$ cat src/rtl/seg_scan_ctrl.sv
// Eight-digit multiplexed seven-segment scan controller with a per-digit register file.
// Each slot starts with an anode-off window so the previous digit cannot ghost into the next.
module seg_scan_ctrl #(
  parameter int CLK_DIV   = 100000,
  parameter int BLANK_CYC = 1000
) (
  input  logic       clk,
  input  logic       rst,
  input  logic       wr_en,
  input  logic [2:0] wr_addr,
  input  logic [3:0] wr_data,
  input  logic [7:0] digit_en,
  output logic       A,
  output logic       B,
  output logic       C,
  output logic       D,
  output logic       E,
  output logic       F,
  output logic       G,
  output logic       anode0,
  output logic       anode1,
  output logic       anode2,
  output logic       anode3,
  output logic       anode4,
  output logic       anode5,
  output logic       anode6,
  output logic       anode7,
  output logic [2:0] cur_digit
);

  localparam int                CNT_W     = $clog2(CLK_DIV);
  localparam logic [CNT_W-1:0]  CNT_LAST  = CNT_W'(CLK_DIV - 1);
  localparam logic [CNT_W-1:0]  BLANK_END = CNT_W'(BLANK_CYC);

  logic [3:0]       dreg [8];
  logic [CNT_W-1:0] cnt;
  logic [2:0]       idx;
  logic             drive;
  logic             sel;
  logic [7:0]       an_next;
  logic [6:0]       seg_next;
  logic [7:0]       an_q;
  logic [6:0]       seg_q;
  logic [2:0]       cur_q;

  // Lit-segment pattern {A..G} for each hex code, 1 = segment on.
  function automatic logic [6:0] font(input logic [3:0] v);
    logic [6:0] f;
    case (v)
      4'h0:    f = 7'b1111110;
      4'h1:    f = 7'b0110000;
      4'h2:    f = 7'b1101101;
      4'h3:    f = 7'b1111001;
      4'h4:    f = 7'b0110011;
      4'h5:    f = 7'b1011011;
      4'h6:    f = 7'b1011111;
      4'h7:    f = 7'b1110000;
      4'h8:    f = 7'b1111111;
      4'h9:    f = 7'b1111011;
      4'hA:    f = 7'b1110111;
      4'hB:    f = 7'b0011111;
      4'hC:    f = 7'b1001110;
      4'hD:    f = 7'b0111101;
      4'hE:    f = 7'b1001111;
      default: f = 7'b1000111;
    endcase
    return f;
  endfunction

  always_ff @(posedge clk or posedge rst) begin
    if (rst) begin
      for (int i = 0; i < 8; i++) dreg[i] <= 4'h0;
    end else if (wr_en) begin
      dreg[wr_addr] <= wr_data;
    end
  end

  // Prescaler and slot index; idx wraps 7 -> 0 naturally in 3 bits.
  always_ff @(posedge clk or posedge rst) begin
    if (rst) begin
      cnt <= '0;
      idx <= 3'd0;
    end else if (cnt == CNT_LAST) begin
      cnt <= '0;
      idx <= idx + 3'd1;
    end else begin
      cnt <= cnt + 1'b1;
    end
  end

  // Phase is derived from cnt, so the blank window needs no state of its own.
  always_comb begin
    drive    = (cnt >= BLANK_END);
    sel      = drive && digit_en[idx];
    an_next  = 8'hFF;
    seg_next = 7'h7F;
    if (sel) begin
      an_next[idx] = 1'b0;
      seg_next     = ~font(dreg[idx]);
    end
  end

  always_ff @(posedge clk or posedge rst) begin
    if (rst) begin
      an_q  <= 8'hFF;
      seg_q <= 7'h7F;
      cur_q <= 3'd0;
    end else begin
      an_q  <= an_next;
      seg_q <= seg_next;
      cur_q <= idx;
    end
  end

  assign {A, B, C, D, E, F, G} = seg_q;
  assign {anode7, anode6, anode5, anode4, anode3, anode2, anode1, anode0} = an_q;
  assign cur_digit = cur_q;

endmodule

$ cat config.mk
export PLATFORM = sky130hd
export DESIGN_NAME = seg_scan_ctrl
export DESIGN_NICKNAME = d
export VERILOG_FILES = /design/src/rtl/seg_scan_ctrl.sv
export SDC_FILE = /design/constraint.sdc
export NUM_CORES = 1
export LEC_CHECK = 0
export CORE_UTILIZATION = 51
export DETAILED_ROUTE_END_ITERATION = 10
export GPL_ROUTABILITY_DRIVEN = 0
export HOLD_SLACK_MARGIN = 0.08
export PLACE_DENSITY = 0.79
export SLEW_MARGIN = 20
export SYNTH_ARGS = -nofsm -noshare
export SYNTH_HDL_FRONTEND = slang
export SYNTH_SLANG_ARGS = --single-unit
$ cat constraint.sdc
create_clock -name clk -period 2.5 [get_ports clk]
set_input_delay 0.75 -clock clk [delete_from_list [all_inputs] [get_ports clk]]
set_output_delay 0.75 -clock clk [all_outputs]
set_load 0.01 [all_outputs]
**After elaboration in Yosys (flattened, before gate mapping)**

Memory sizes are Yosys's and may differ from the RTL's.
Cells that the tools add are included.

- Bits of input ports: 18
- Memory bits (read-only): 112
- Memories kept: 1
- Register bits: 70

- Multiplexer cells: 14
- Bitwise logic cells: 4
- Magnitude comparators: 6
- Reduce and logical (&&, ||, !) cells: 3
- Eq/ne operators: 1
- Add/sub/neg operators: 2

Memory list:

| memory | depth | width | rd ports | clocked after Yosys merged registers in | wr ports | RTL line | text |
|---|---|---|---|---|---|---|---|
| (no name shown) | 16 | 7 | 1 | 0 | 0 | 49 | `case (v)` |

Operators with widths:

| operator | number |
|---|---|
| 32-bit bitwise mux | 1 |
| 17-bit by 1-bit adder with 17-bit output (second input constant) | 1 |
| 17-bit == test (second input constant) | 1 |
| 17-bit by 10-bit >= comparator with 1-bit output (second input constant) | 1 |
| 17-bit 2-to-1 mux | 1 |
| 7-bit 2-to-1 mux | 2 |
| 4-bit binary-select mux with 3-bit select | 1 |
| 4-bit demux with 3-bit select | 1 |
| 4-bit 2-to-1 mux | 3 |
| 4-bit >= comparator (second input constant) | 2 |
| 8-bit 2-to-1 mux | 1 |
| 3-bit NOT with 4-bit output | 2 |
| 8-bit NOT | 1 |
| 7-bit NOT | 1 |
| 3-bit by 4-bit < comparator with 1-bit output (second input constant) | 1 |
| 4-bit by 1-bit < comparator with 1-bit output (second input constant) | 1 |
| 3-bit by 1-bit adder with 3-bit output (second input constant) | 1 |
| 1-bit binary-select mux with 3-bit select | 1 |
| 1-bit demux with 3-bit select | 1 |
| 3-bit by 1-bit >= comparator with 1-bit output (second input constant) | 1 |
| 1-bit logical AND | 3 |
| 1-bit 2-to-1 mux | 2 |

**Longest topological paths before layout**

An unclocked memory read counts as a cell.

- Depth after elaboration: 8
- Depth in mapped cells: 9
- Depth with buffers taken out: 8

**Worst setup path before layout**

No wires, ideal clock.

- Path type: reg-to-reg
- Start point: register idx[0]
- End point: register seg_q[3]
- Clock period less this slack: 2.228 ns
- Data arrival time: 2.144 ns
- Path buffers: 1
- Setup time: 0.084 ns
- Stages on the path, launching flop included: 9
- Setup slack: 0.272 ns
- Cell sequence: dfrtp_1 buf_6 mux4_2 mux2i_1 inv_1 ha_1 mux2_1 mux2i_1 nand2_1

- Word-level cells in the longest chain between the ends: 8

RTL lines:

| element | RTL line | text |
|---|---|---|
| start, declared | 37 | `logic [2:0] idx;` |
| start signal, assigned | 85 | `idx <= idx + 3'd1;` |
| 3-bit NOT with 4-bit output (not written as such) | 99 | `seg_next = ~font(dreg[idx]);` |
| 4-bit binary-select mux with 3-bit select | 99 |  |
| 4-bit 2-to-1 mux (not written as such) (2 in series) | 99 |  |
| memory 16 x 7 bit | n/a |  |
| 7-bit 2-to-1 mux | 97 | `if (sel) begin` |
| 7-bit NOT | 99 |  |
| 7-bit 2-to-1 mux * | 97 |  |
| net seg_next[3] | 41 | `logic [6:0] seg_next;` |
| end signal, assigned | 110 | `seg_q <= seg_next;` |
| end, declared | 43 | `logic [6:0] seg_q;` |

Mark *: on every way through the listed nets, which the timed path passes. The rest lies on a longest branch. The select of a mux whose other input is x is not followed.
A chain may end at the register's enable or synchronous reset.

**Worst setup path after layout**

Same ends and word-level chain as after synthesis.

==> summary.txt <==
Worst setup path
  – Crit path capture type: flop
  – R2R Path End: seg_q[3]
  – Critical path fanouts, max: 7
  – Crit path arrival time: 2.53 ns
  – Setup CP Type: reg -> reg
  – Required time worst endpoint: 2.77 ns
  – R2R cell count: 8
  – Setup crit start kind: flop
  – Worst R2R Setup Slack: 0.24 ns
  – Reg2reg start: idx[0]

Clock tree
  – TritonCTS clock tree: yes
  – Clock buffer depth: 2
  – Setup bufs post-CTS: 0
  – Sinks on the clock net: 70
  – CTS Buf Count: 9
  – Clk_lat worst skew: 0.34 ns
  – Hold-fix buffers at CTS: 0
  – Root buffer cell: clkbuf_8
  – Register clock-pin slew on the reported worst setup and hold paths: 0.07 ns
  – Quantity of gates resized following cts: 0
  – H-Tree Depth: 3

Routing
  – Drt total wl: 6090 um
  – Iteration-0 DRC Markers: 89
  – Post-route ant nets: 0
  – DRC errors left: 0
  – Vias/cell: 5.66
  – Per-cell routed wire length: 16.1 um
  – Vias: 2145
  – Drt pass-1 iters: 4

Cells and area
  – Final Non-Filler Cells: 379
  – Layout cells sized above 1: 30.9%
  – Final nets: 326
  – Design Area, Final: 4030 um2
  – Fin util: 66.5%
  – Diode count: 0
  – P&R area growth vs syn: 22.5%

Placement
  – Port bufs: 35
  – Area post-placement: 3830 um2
  – Placed cells: 363
  – Final HPWL DP: 4360 um
  – Worst slack, placed: 0.173 ns

Floorplan
  – Die height: 82.4 um
  – # rows: 28
  – I/O Pins: 36
  – Starting density of the core: 54.3%
  – Core box area: 6060 um2
  – Die width: 82.4 um
  – Die area: 6780 um2

Timing
  – Final setup vio count: 0
  – Clk_skew: 0.00711 ns
  – Final Hold Violating Endpoints: 0
  – Post-route setup slack: 0.237 ns
  – WHS: 0.495 ns
  – Final period util: 90.5%
  – Post-route minimum period: 2.26 ns
  – Fmax: 0.442 GHz
  – Slew headroom: 62.7%
  – Worst slew pin tran: 0.553 ns
  – Fin. max-slew vios: 0
  – Setup repair after global routing missed its margin: no
  – Setup TNS: 0 ns

Global routing
  – Wire length of the first global-routing pass: 10200 um
  – Vias in the first global route: 2194
  – Initial antenna violation count: 0
  – Total track usage: 20.8%
  – GRT overflow: 0
  – Largest net degree at the start of global routing: 43

Worst hold path
  – Hold Crit Depth: 1
  – Hold Startpoint: dreg[26]
  – Class of the worst hold path: reg -> reg
  – WHS Endpoint: dreg[26]

Yosys
  – Post-Synthesis Cell Area: 3290 um2
  – Yosys cell types: 41
  – Top-area cell type share of the netlist area: 41.8%
  – Cells after Synth: 243
  – Yosys top cell by area: dfrtp_1
  – Avg Cell Area, Syn: 13.6 um2
  – Post-synth EDFFs: 0
  – Sequential cell area fraction in the yosys report: 53.8%
  – Top FF cell, synth: dfrtp_1
  – Async S/R FF share, synth: 100%
  – Synth warnings: 0
  – Net count after synthesis: 270
  – Largest cells by area after synthesis: dfrtp_1 42%, dfstp_2 12%, mux2_2 11%, mux4_2 5.5%, ha_1 3.4%
  – FF+latch count, synth: 70

Outcome
  – Status: complete, no violations

Pwr
  – Leakage: 1.74 nW
  – Overall power: 2.60 mW
  – P per Cell Area: 644 nW/um2
  – Worst VDD drop: 483 uV

Job
  – Max-cap viol count: 0
[cells by family after synthesis]
family          count (synthesis)  share of synthesized area [%]
compound gates                 11                           2.74
simple gates                   69                           11.3
buf+inv                        14                           2.09
fa+ha+maj                       9                           3.42
xor+xnor                       17                           4.52
mux                            53                           22.2
flops                          70                           53.8
[state kept, by name, summed over array words and instances, names as in the netlist]
signal	count
an_q	8
cnt	17
cur_digit	3
dreg	32
idx	3
seg_q	7
[routing by layer]
metal	global-route usage, %	share of wire [%]	vias to the layer above
met1	27.7	47	1088
met2	32.9	47	53
met4	9.30	1.6	0
met3	4.29	4.5	10
li1	-	-	994
met5	0	0	-
[cell usage after synthesis, types with 2 or more instances]
cell	n
mux2_2	33
o211ai_1	3
nand3_1	10
xor2_1	9
nor2_1	14
nand2b_1	5
o221ai_1	2
dfstp_2	15
nand4b_1	3
nor3b_1	2
mux2i_1	5
nand3b_1	4
mux2_4	2
nor3_1	6
nand4_1	4
ha_1	9
dfrtp_1	55
nand2_1	11
nor4_1	2
buf_2	4
and3_1	3
mux4_1	2
mux2_1	2
mux4_2	8
xnor2_1	8
inv_1	7
[cells in the final DEF, fill, tap and decap left out, types with 6 or more instances in the layout]
| cell | count |
|---|---|
| dfstp_2 | 15 |
| nand3_1 | 10 |
| inv_1 | 6 |
| ha_1 | 9 |
| clkdlybuf4s50_1 | 35 |
| mux4_2 | 8 |
| mux2_2 | 33 |
| nand2_1 | 11 |
| nor3_1 | 6 |
| buf_4 | 16 |
| clkbuf_8 | 13 |
| nor2_1 | 14 |
| xor2_1 | 9 |
| dfrtp_1 | 55 |
| xnor2_1 | 8 |
[power by group]
part | switching, mW | internal, mW | total (mW)
registers | 0.0605 | 1.25 | 1.31
logic | 0.175 | 0.231 | 0.407
clock network | 0.413 | 0.470 | 0.883
total | 0.649 | 1.95 | 2.60
[worst max-delay path by stage]
| stage | from | end | slack, ns | cells after the start |
|---|---|---|---|---|
| final | idx[0] | seg_q[3] | 0.24 | 8 |
| after global routing | idx[0] | seg_q[3] | 0.12 | 8 |
| after CTS | idx[0] | seg_q[3] | 0.22 | 8 |
| after detailed placement | digit_en[5] | an_q[2] | 0.17 | 6 |
| after global placement | digit_en[5] | an_q[2] | 0.19 | 6 |
| after floorplan | rst | cnt[0] | 0.007 | 1 |
[final cells by class]
cell class	instances	area, um2
clock buffer	14	183
timing repair buffer	52	490
inverter	7	26.3
multi-input combinational	159	1450
tap	75	93.8
fill	439	2030
clock inverter	2	15.0
sequential	70	1770
[critical path, stage by stage, from the launching register on]
cell and delay, ns:
dfrtp_1 0.49, mux4_1 0.58, mux2_4 0.31, inv_1 0.13, ha_1 0.15, inv_1 0.05
mux2_1 0.29, mux2i_1 0.12, nand2_1 0.07
No activity file was read; power rests on OpenSTA's default activity.
